<file path="src/rtl/instr_mem_loader.sv">
// Byte-stream loader for the instruction memory: packs little-endian bytes into
// 32-bit words, writes them sequentially and holds the CPU in reset meanwhile.
module instr_mem_loader #(
    parameter int DEPTH = 64,
    parameter int CNT_W = $clog2(DEPTH) + 1
) (
    input  logic             clk,
    input  logic             reset,
    input  logic             start,
    input  logic [CNT_W-1:0] num_words,
    input  logic [7:0]       rx_data,
    input  logic             rx_valid,
    output logic             rx_ready,
    output logic [31:0]      instr_wAddr,
    output logic [31:0]      instr_wData,
    output logic             instr_we,
    output logic             cpu_reset,
    output logic             busy,
    output logic             done,
    output logic             error,
    output logic [31:0]      checksum
);

    typedef enum logic [1:0] {
        IDLE  = 2'd0,
        RECV  = 2'd1,
        WRITE = 2'd2,
        DONE  = 2'd3
    } state_t;

    localparam logic [CNT_W-1:0] DEPTH_C = CNT_W'(DEPTH);

    state_t           state_reg;
    logic [1:0]       byte_cnt_reg;
    logic [CNT_W-1:0] word_cnt_reg;
    logic [CNT_W-1:0] num_reg;
    logic [31:0]      addr_reg;
    logic [31:0]      waddr_reg;
    logic [31:0]      wdata_reg;
    logic [31:0]      checksum_reg;
    logic             error_reg;

    logic             byte_acc;
    logic             start_ok;
    logic             start_acc;
    logic [CNT_W-1:0] word_cnt_next;
    logic [7:0]       lane_byte [3];

    assign byte_acc      = (state_reg == RECV) && rx_valid;
    assign start_ok      = (num_words != '0) && (num_words <= DEPTH_C);
    assign start_acc     = (state_reg == IDLE) && start && start_ok;
    assign word_cnt_next = word_cnt_reg + CNT_W'(1);

    // Lanes 0..2 hold the first three bytes; byte 3 is taken straight from rx_data.
    for (genvar gi = 0; gi < 3; gi++) begin : gen_lane
        logic [7:0] lane_reg;

        always_ff @(posedge clk) begin
            if (reset) begin
                lane_reg <= '0;
            end else if (start_acc) begin
                lane_reg <= '0;
            end else if (byte_acc && (byte_cnt_reg == 2'(gi))) begin
                lane_reg <= rx_data;
            end
        end

        assign lane_byte[gi] = lane_reg;
    end

    always_ff @(posedge clk) begin
        if (reset) begin
            state_reg    <= IDLE;
            byte_cnt_reg <= '0;
            word_cnt_reg <= '0;
            num_reg      <= '0;
            addr_reg     <= '0;
            waddr_reg    <= '0;
            wdata_reg    <= '0;
            checksum_reg <= '0;
            error_reg    <= 1'b0;
        end else begin
            case (state_reg)
                IDLE: begin
                    if (start) begin
                        if (start_ok) begin
                            num_reg      <= num_words;
                            addr_reg     <= '0;
                            byte_cnt_reg <= '0;
                            word_cnt_reg <= '0;
                            checksum_reg <= '0;
                            error_reg    <= 1'b0;
                            state_reg    <= RECV;
                        end else begin
                            error_reg <= 1'b1;
                        end
                    end
                end
                RECV: begin
                    if (byte_acc) begin
                        byte_cnt_reg <= byte_cnt_reg + 2'd1;
                        if (byte_cnt_reg == 2'd3) begin
                            wdata_reg <= {rx_data, lane_byte[2], lane_byte[1], lane_byte[0]};
                            waddr_reg <= addr_reg;
                            state_reg <= WRITE;
                        end
                    end
                end
                WRITE: begin
                    checksum_reg <= checksum_reg ^ wdata_reg;
                    word_cnt_reg <= word_cnt_next;
                    if (word_cnt_next == num_reg) begin
                        state_reg <= DONE;
                    end else begin
                        addr_reg  <= addr_reg + 32'd4;
                        state_reg <= RECV;
                    end
                end
                DONE: begin
                    state_reg <= IDLE;
                end
                default: begin
                    state_reg <= IDLE;
                end
            endcase
        end
    end

    // Handshake and status strobes are pure decodes of the state register.
    assign rx_ready    = (state_reg == RECV);
    assign instr_we    = (state_reg == WRITE);
    assign done        = (state_reg == DONE);
    assign busy        = (state_reg != IDLE);
    assign cpu_reset   = (state_reg != IDLE);
    assign instr_wAddr = waddr_reg;
    assign instr_wData = wdata_reg;
    assign error       = error_reg;
    assign checksum    = checksum_reg;

endmodule

</file>
<file path="config.mk">
export PLATFORM = sky130hd
export DESIGN_NAME = instr_mem_loader
export DESIGN_NICKNAME = d
export VERILOG_FILES = /design/src/rtl/instr_mem_loader.sv
export SDC_FILE = /design/constraint.sdc
export NUM_CORES = 1
export LEC_CHECK = 0
export ABC_AREA = 1
export CAP_MARGIN = 30
export CORE_ASPECT_RATIO = 2
export CORE_MARGIN = 2
export CORE_UTILIZATION = 40
export CTS_BUF_LIST = sky130_fd_sc_hd__clkbuf_4 sky130_fd_sc_hd__clkbuf_8
export CTS_CLUSTER_SIZE = 14
export DETAILED_ROUTE_END_ITERATION = 12
export GPL_ROUTABILITY_DRIVEN = 0
export HOLD_SLACK_MARGIN = 0.08
export PLACE_DENSITY = 0.63
export SLEW_MARGIN = 0
export SYNTH_ARGS = -nofsm -noshare
export SYNTH_HDL_FRONTEND = slang
export SYNTH_SLANG_ARGS = --single-unit
</file>
<file path="constraint.sdc">
create_clock -name clk -period 2.71 [get_ports clk]
set_input_delay 0.813 -clock clk [delete_from_list [all_inputs] [get_ports clk]]
set_output_delay 0.813 -clock clk [all_outputs]
set_load 0.03 [all_outputs]
</file>
* Word level (Yosys, flattened, before mapping)
Index checks and enable logic that the tools add are counted.
** Storage, ports and cells
- Logic and storage cells :: 69
- Flip-flop bits (word level) :: 171
** Cells by class
- Bitwise operators :: 1
- Mux-type cells :: 19
- Reduce and logical (&&, ||, !) cells :: 21
- Add/subtract/negate cells :: 3
- Equal/unequal tests :: 12
- $lt $le $gt $ge :: 1
** Operators by type and width (count)
- $pmux W32 S2 :: 2
- $mux W32 :: 3
- $add A32 B3 Y32 const B :: 1
- $xor A32 B32 Y32 :: 1
- $mux W2 :: 8
- $mux W7 :: 2
- $pmux W7 S2 :: 1
- $reduce_and A4 Y1 :: 3
- $reduce_and A3 Y1 :: 3
- $eq A2 B2 Y1 const B :: 4
- $pmux W2 S4 :: 1
- $add A7 B1 Y7 const B :: 1
- $eq A7 B7 Y1 :: 1
- $le A7 B7 Y1 const B :: 1
- $logic_and A1 B1 Y1 :: 7
- $reduce_bool A7 Y1 :: 1
- $ne A2 B2 Y1 const B :: 3
- $reduce_bool A2 Y1 :: 3
- $eq A2 B1 Y1 const B :: 2
- $logic_not A2 Y1 :: 2
- $ne A2 B1 Y1 const B :: 2
- $pmux W2 S2 :: 1
- $add A2 B1 Y2 const B :: 1
- $reduce_and A2 Y1 :: 1
- 2 further kinds :: 2

* Longest topological paths before layout
- Depth after elaboration :: 5
- Mapped depth :: 14
- Mapped depth without buffers :: 12

* Least setup slack after synthesis
OpenSTA, ideal clock, no wires.
- Path kind :: input to register
- Start point :: in num_words[2]
- End point :: reg checksum_reg[22] (netlist: checksum[22])
- Arrival :: 1925 ps
- Buffers on the path :: 2
- Stages on the path :: 11
- Library setup time :: 134 ps
- Path slack :: 650 ps
- Path through :: nor2_1 nand3_1 nand2_1 and2_1 nand2_1 nand3_2 buf_4 buf_2 nor2_1 o21ai_0 a21oi_1
** On the way
- Longest elaborated chain between the ends :: 4
- Elaborated cells on any way between the ends :: 5
- Those cells by class :: order compare (1); eq/ne (1); reduce/logical (3)
** RTL lines
- start: declaration :: RTL line 10 : input logic [CNT_W-1:0] num_words,
- $le A7 B7 Y1 / $reduce_bool A7 Y1 (equally long branches) :: RTL line 50 : assign start_ok = (num_words != '0) && (num_words <= DEPTH_C);
- $logic_and A1 B1 Y1 (*) :: RTL line 50
- $ne A2 B2 Y1 (no source line) (*)
- $reduce_and A3 Y1 (no source line) (*)
- end signal: assignment :: RTL line 110 : checksum_reg <= checksum_reg ^ wdata_reg;
- end: declaration :: RTL line 40 : logic [31:0] checksum_reg;
Mark *: on every way between the ends. The rest lies on a longest branch, timed or not.
A chain may end at the register's enable or synchronous reset.

* Worst setup path after layout
- Start point :: reg state_reg[1]
- End point :: out done
** On the way
- Longest elaborated chain between the ends :: 1
** RTL lines
- start: declaration :: RTL line 33 : state_t state_reg;
- start signal: assignment :: RTL line 73 : state_reg <= IDLE;
- start signal: assignment :: RTL line 93 : state_reg <= RECV;
- start signal: assignment :: RTL line 105 : state_reg <= WRITE;
- $eq A2 B2 Y1 :: RTL line 132 : assign done = (state_reg == DONE);
- end: declaration :: RTL line 19 : output logic done,
Every way passes these cells.

==> results.md <==
### Status
- finished clean — outcome

### Global routing
- 0 — initial antenna violation count
- 46 — maximum number of pins on one net before global-route repair
- 22.3% — overall track demand over capacity in global routing
- 0 — Overflow after GRT
- 34.4 mm — first-pass GRT wire length
- 7035 — vias in the first global route

### Synth
- 45.0% — sequential fraction of the synthesis area
- dfxtp_1, nor2_1, nand2_1, a21oi_1, nand3_1 — Commonest cells post-synth
- 1034 — Mapped Cells
- 45.0% — area share of the leading cell type in the synthesized netlist
- 1.01% — arithmetic-cell share of the synthesized area counting full adders, half adders and majority gates
- dfxtp_1 — most used flip-flop cell after synthesis
- 28.0% — area share of and/or/nand/nor cells after synthesis
- 17.1% — Compound-Gate Fraction of Synth Area
- dfxtp_1 — cell taking the most area after synthesis
- 167 — number of synthesized register bits
- 0 — number of flops mapped to enable cells by yosys
- dfxtp_1 — dominant cell by count in the synthesized netlist
- 0.707% — xor/xnor share of the synthesized area
- 0% — multiplexer area fraction after synthesis
- 0 — yosys synthesis warning count
- 7.19 µm² — average size of a mapped cell
- 7430 µm² — Post-Syn Area
- dfxtp_1, a21oi_1, nor2_1, nand2_1, nand3_1 — top cells by area, synth
- simple AND/OR/NAND/NOR gates — main combinational cell family by area after synthesis
- 0% — share of synthesized flip-flops with an asynchronous set or reset
- 36 — Unique masters post-synth

### Drt
- 15.7 µm — detailed-route wire length per cell
- 7135 — number of vias in the routed layout
- 5.20 — post-DR vias/cell
- 21.6 mm — Detailed Route WL
- 256 — number of violations reported at the end of detailed-routing iteration 0
- 5 — detailed-router iteration count before antenna repair
- 0 — Residual DRC
- 0 — final antenna-violating net count

### Timing
- no — RSZ-0062 raised after global routing
- 0.110 ns — final worst slack
- 2.60 ns — post-route minimum period
- 0 — count of endpoints failing hold in the final timing report
- 385 MHz — fmax
- 95.9% — final clock period utilization by the worst path
- 0.451 ns — final hold slack
- 0.0126 ns — Layout Skew
- 0 — number of pins exceeding their max-slew limit in the final report
- 0 — total of endpoints with negative setup slack in the final report

### Setup path
- 0.62 ns — setup slack of the most critical reg-to-reg path
- 5 — peak fanout along the critical path
- primary output — Setup crit end kind
- 0.67 ns — stage delay of the slowest cell on the critical path
- clkdlybuf4s50_1 — cell with the largest stage delay on the worst path
- 2 — number of buffers and inverters on the critical path
- register — crit path launch type
- 1.90 ns — Required @ worst endpoint
- 1.79 ns — worst endpoint data arrival time
- nand2_1, inv_1, clkdlybuf4s50_1 — ordered list of cells on the worst path
- register to primary output — CP Class
- buffers and inverters — cell type group with the largest total delay on the critical path

### Power and ir drop
- 636 nW/µm² — Cell Pwr Density
- 3.41 nW — Leak
- 0.376 mV — worst vdd ir

### Layout
- 9330 µm² — final non-filler cell area
- 0 — Diodes inserted
- 1169 — number of nets in the final layout
- 9.34% — proportion of layout cells with a drive suffix above 1
- 25.6% — Area growth, synth to finish

### Clock tree
- 167 — clk sink count
- 17 — CTS Buf Count
- yes — TritonCTS clock tree
- 0 — Post CTS Setup Buffer Count
- 2 — maximum count of clock buffers along a single path
- 0.09 ns — clk slew on worst S/H paths
- clkbuf_8 — buffer type at the clock tree root
- 4 — H-tree levels
- 0.46 ns — insertion delay of the later-clocked pin in the worst-skew pair
- 0 — hold buffer count at CTS

### Floorplanning
- 19700 µm² — die footprint
- 121 — I/O pin total
- 40.8% — initial cell density of the core
- 197 µm — Chip Height
- 70 — std cell rows
- 18200 µm² — area of the core region
- 100 µm — overall die width

### Placed design
- 16.1 mm — Post-DP HPWL
- -0.00708 ns — Place WS
- 118 — quantity of I/O buffers inserted on ports
- 8890 µm² — placement-stage cell area

### Flow run
- 0 — number of max-cap violations

### Hold path
- register to register — class of the most critical hold timing path

-- repair_timing --
action | in CTS | in global routing
setup endpoints to repair | 1 | 1
resized for setup | 1 | 1
cloned | 0 | 0
hold endpoints to repair | 0 | 0
-- worst paths after layout --
check             startpoint      endpoint  depth (start not counted)
max             state_reg[1]          done                          3
min             checksum[11]  checksum[11]                          1
max reg2reg  word_cnt_reg[1]   addr_reg[6]                         13
min reg2reg     checksum[11]  checksum[11]                          1
-- where the power goes --
part	total, mW	internal (mW)	leakage [nW]	switching (mW)
Sequential	2.72	2.57	1.35	0.151
Clock	2.01	1.08	0.216	0.933
Combinational	1.20	0.432	1.85	0.772
Total	5.94	4.08	3.41	1.86
-- cell usage in the layout (no fill, tap or decap), types with 19 or more instances in the layout --
master           Yosys  routed
a21oi_1            128     128
buf_4                5      22
clkbuf_8             0      19
clkdlybuf4s50_1      0     115
dfxtp_1            167     167
inv_1               79      78
nand2_1            150     150
nand3_1            104     104
nor2_1             153     153
nor2_2              29      29
o21ai_0            103     103
-- layer usage --
metal / part of all wire [%] / track usage, % / vias to the layer above
li1: - / - / 3611
met1: 35 / 21.2 / 3296
met2: 56 / 43.1 / 166
met3: 3.0 / 3.16 / 62
met4: 5.7 / 14.0 / 0
met5: 0 / 0 / -
-- area by class of cell --
class,count,area [µm²]
clock buffer,21,277
multi-input combinational,729,3480
clock inverter,10,169
fill,1863,8880
sequential,167,3340
inverter,83,312
timing repair buffer,146,1480
tap,216,270
-- per-stage QoR --
step                      power, mW  util, %  instances  setup TNS, ns
final                          5.94     51.2       1372              0
after global routing           6.23     51.2       1372              0
after CTS                      6.00     51.2       1372              0
after detailed placement       3.99     48.8       1341       -0.00777
after floorplan                3.58        -       1035              0
after global placement         3.98     48.8       1341              0
-- kinds of logic after synthesis --
group | Yosys count
and+or+nand+nor | 467
AOI/OAI and AO/OA | 248
DFF | 167
buffers and inverters | 139
xor gates and xnor gates | 6
adders and majority gates | 6
other | 1
No activity file was read; power rests on OpenSTA's default activity.
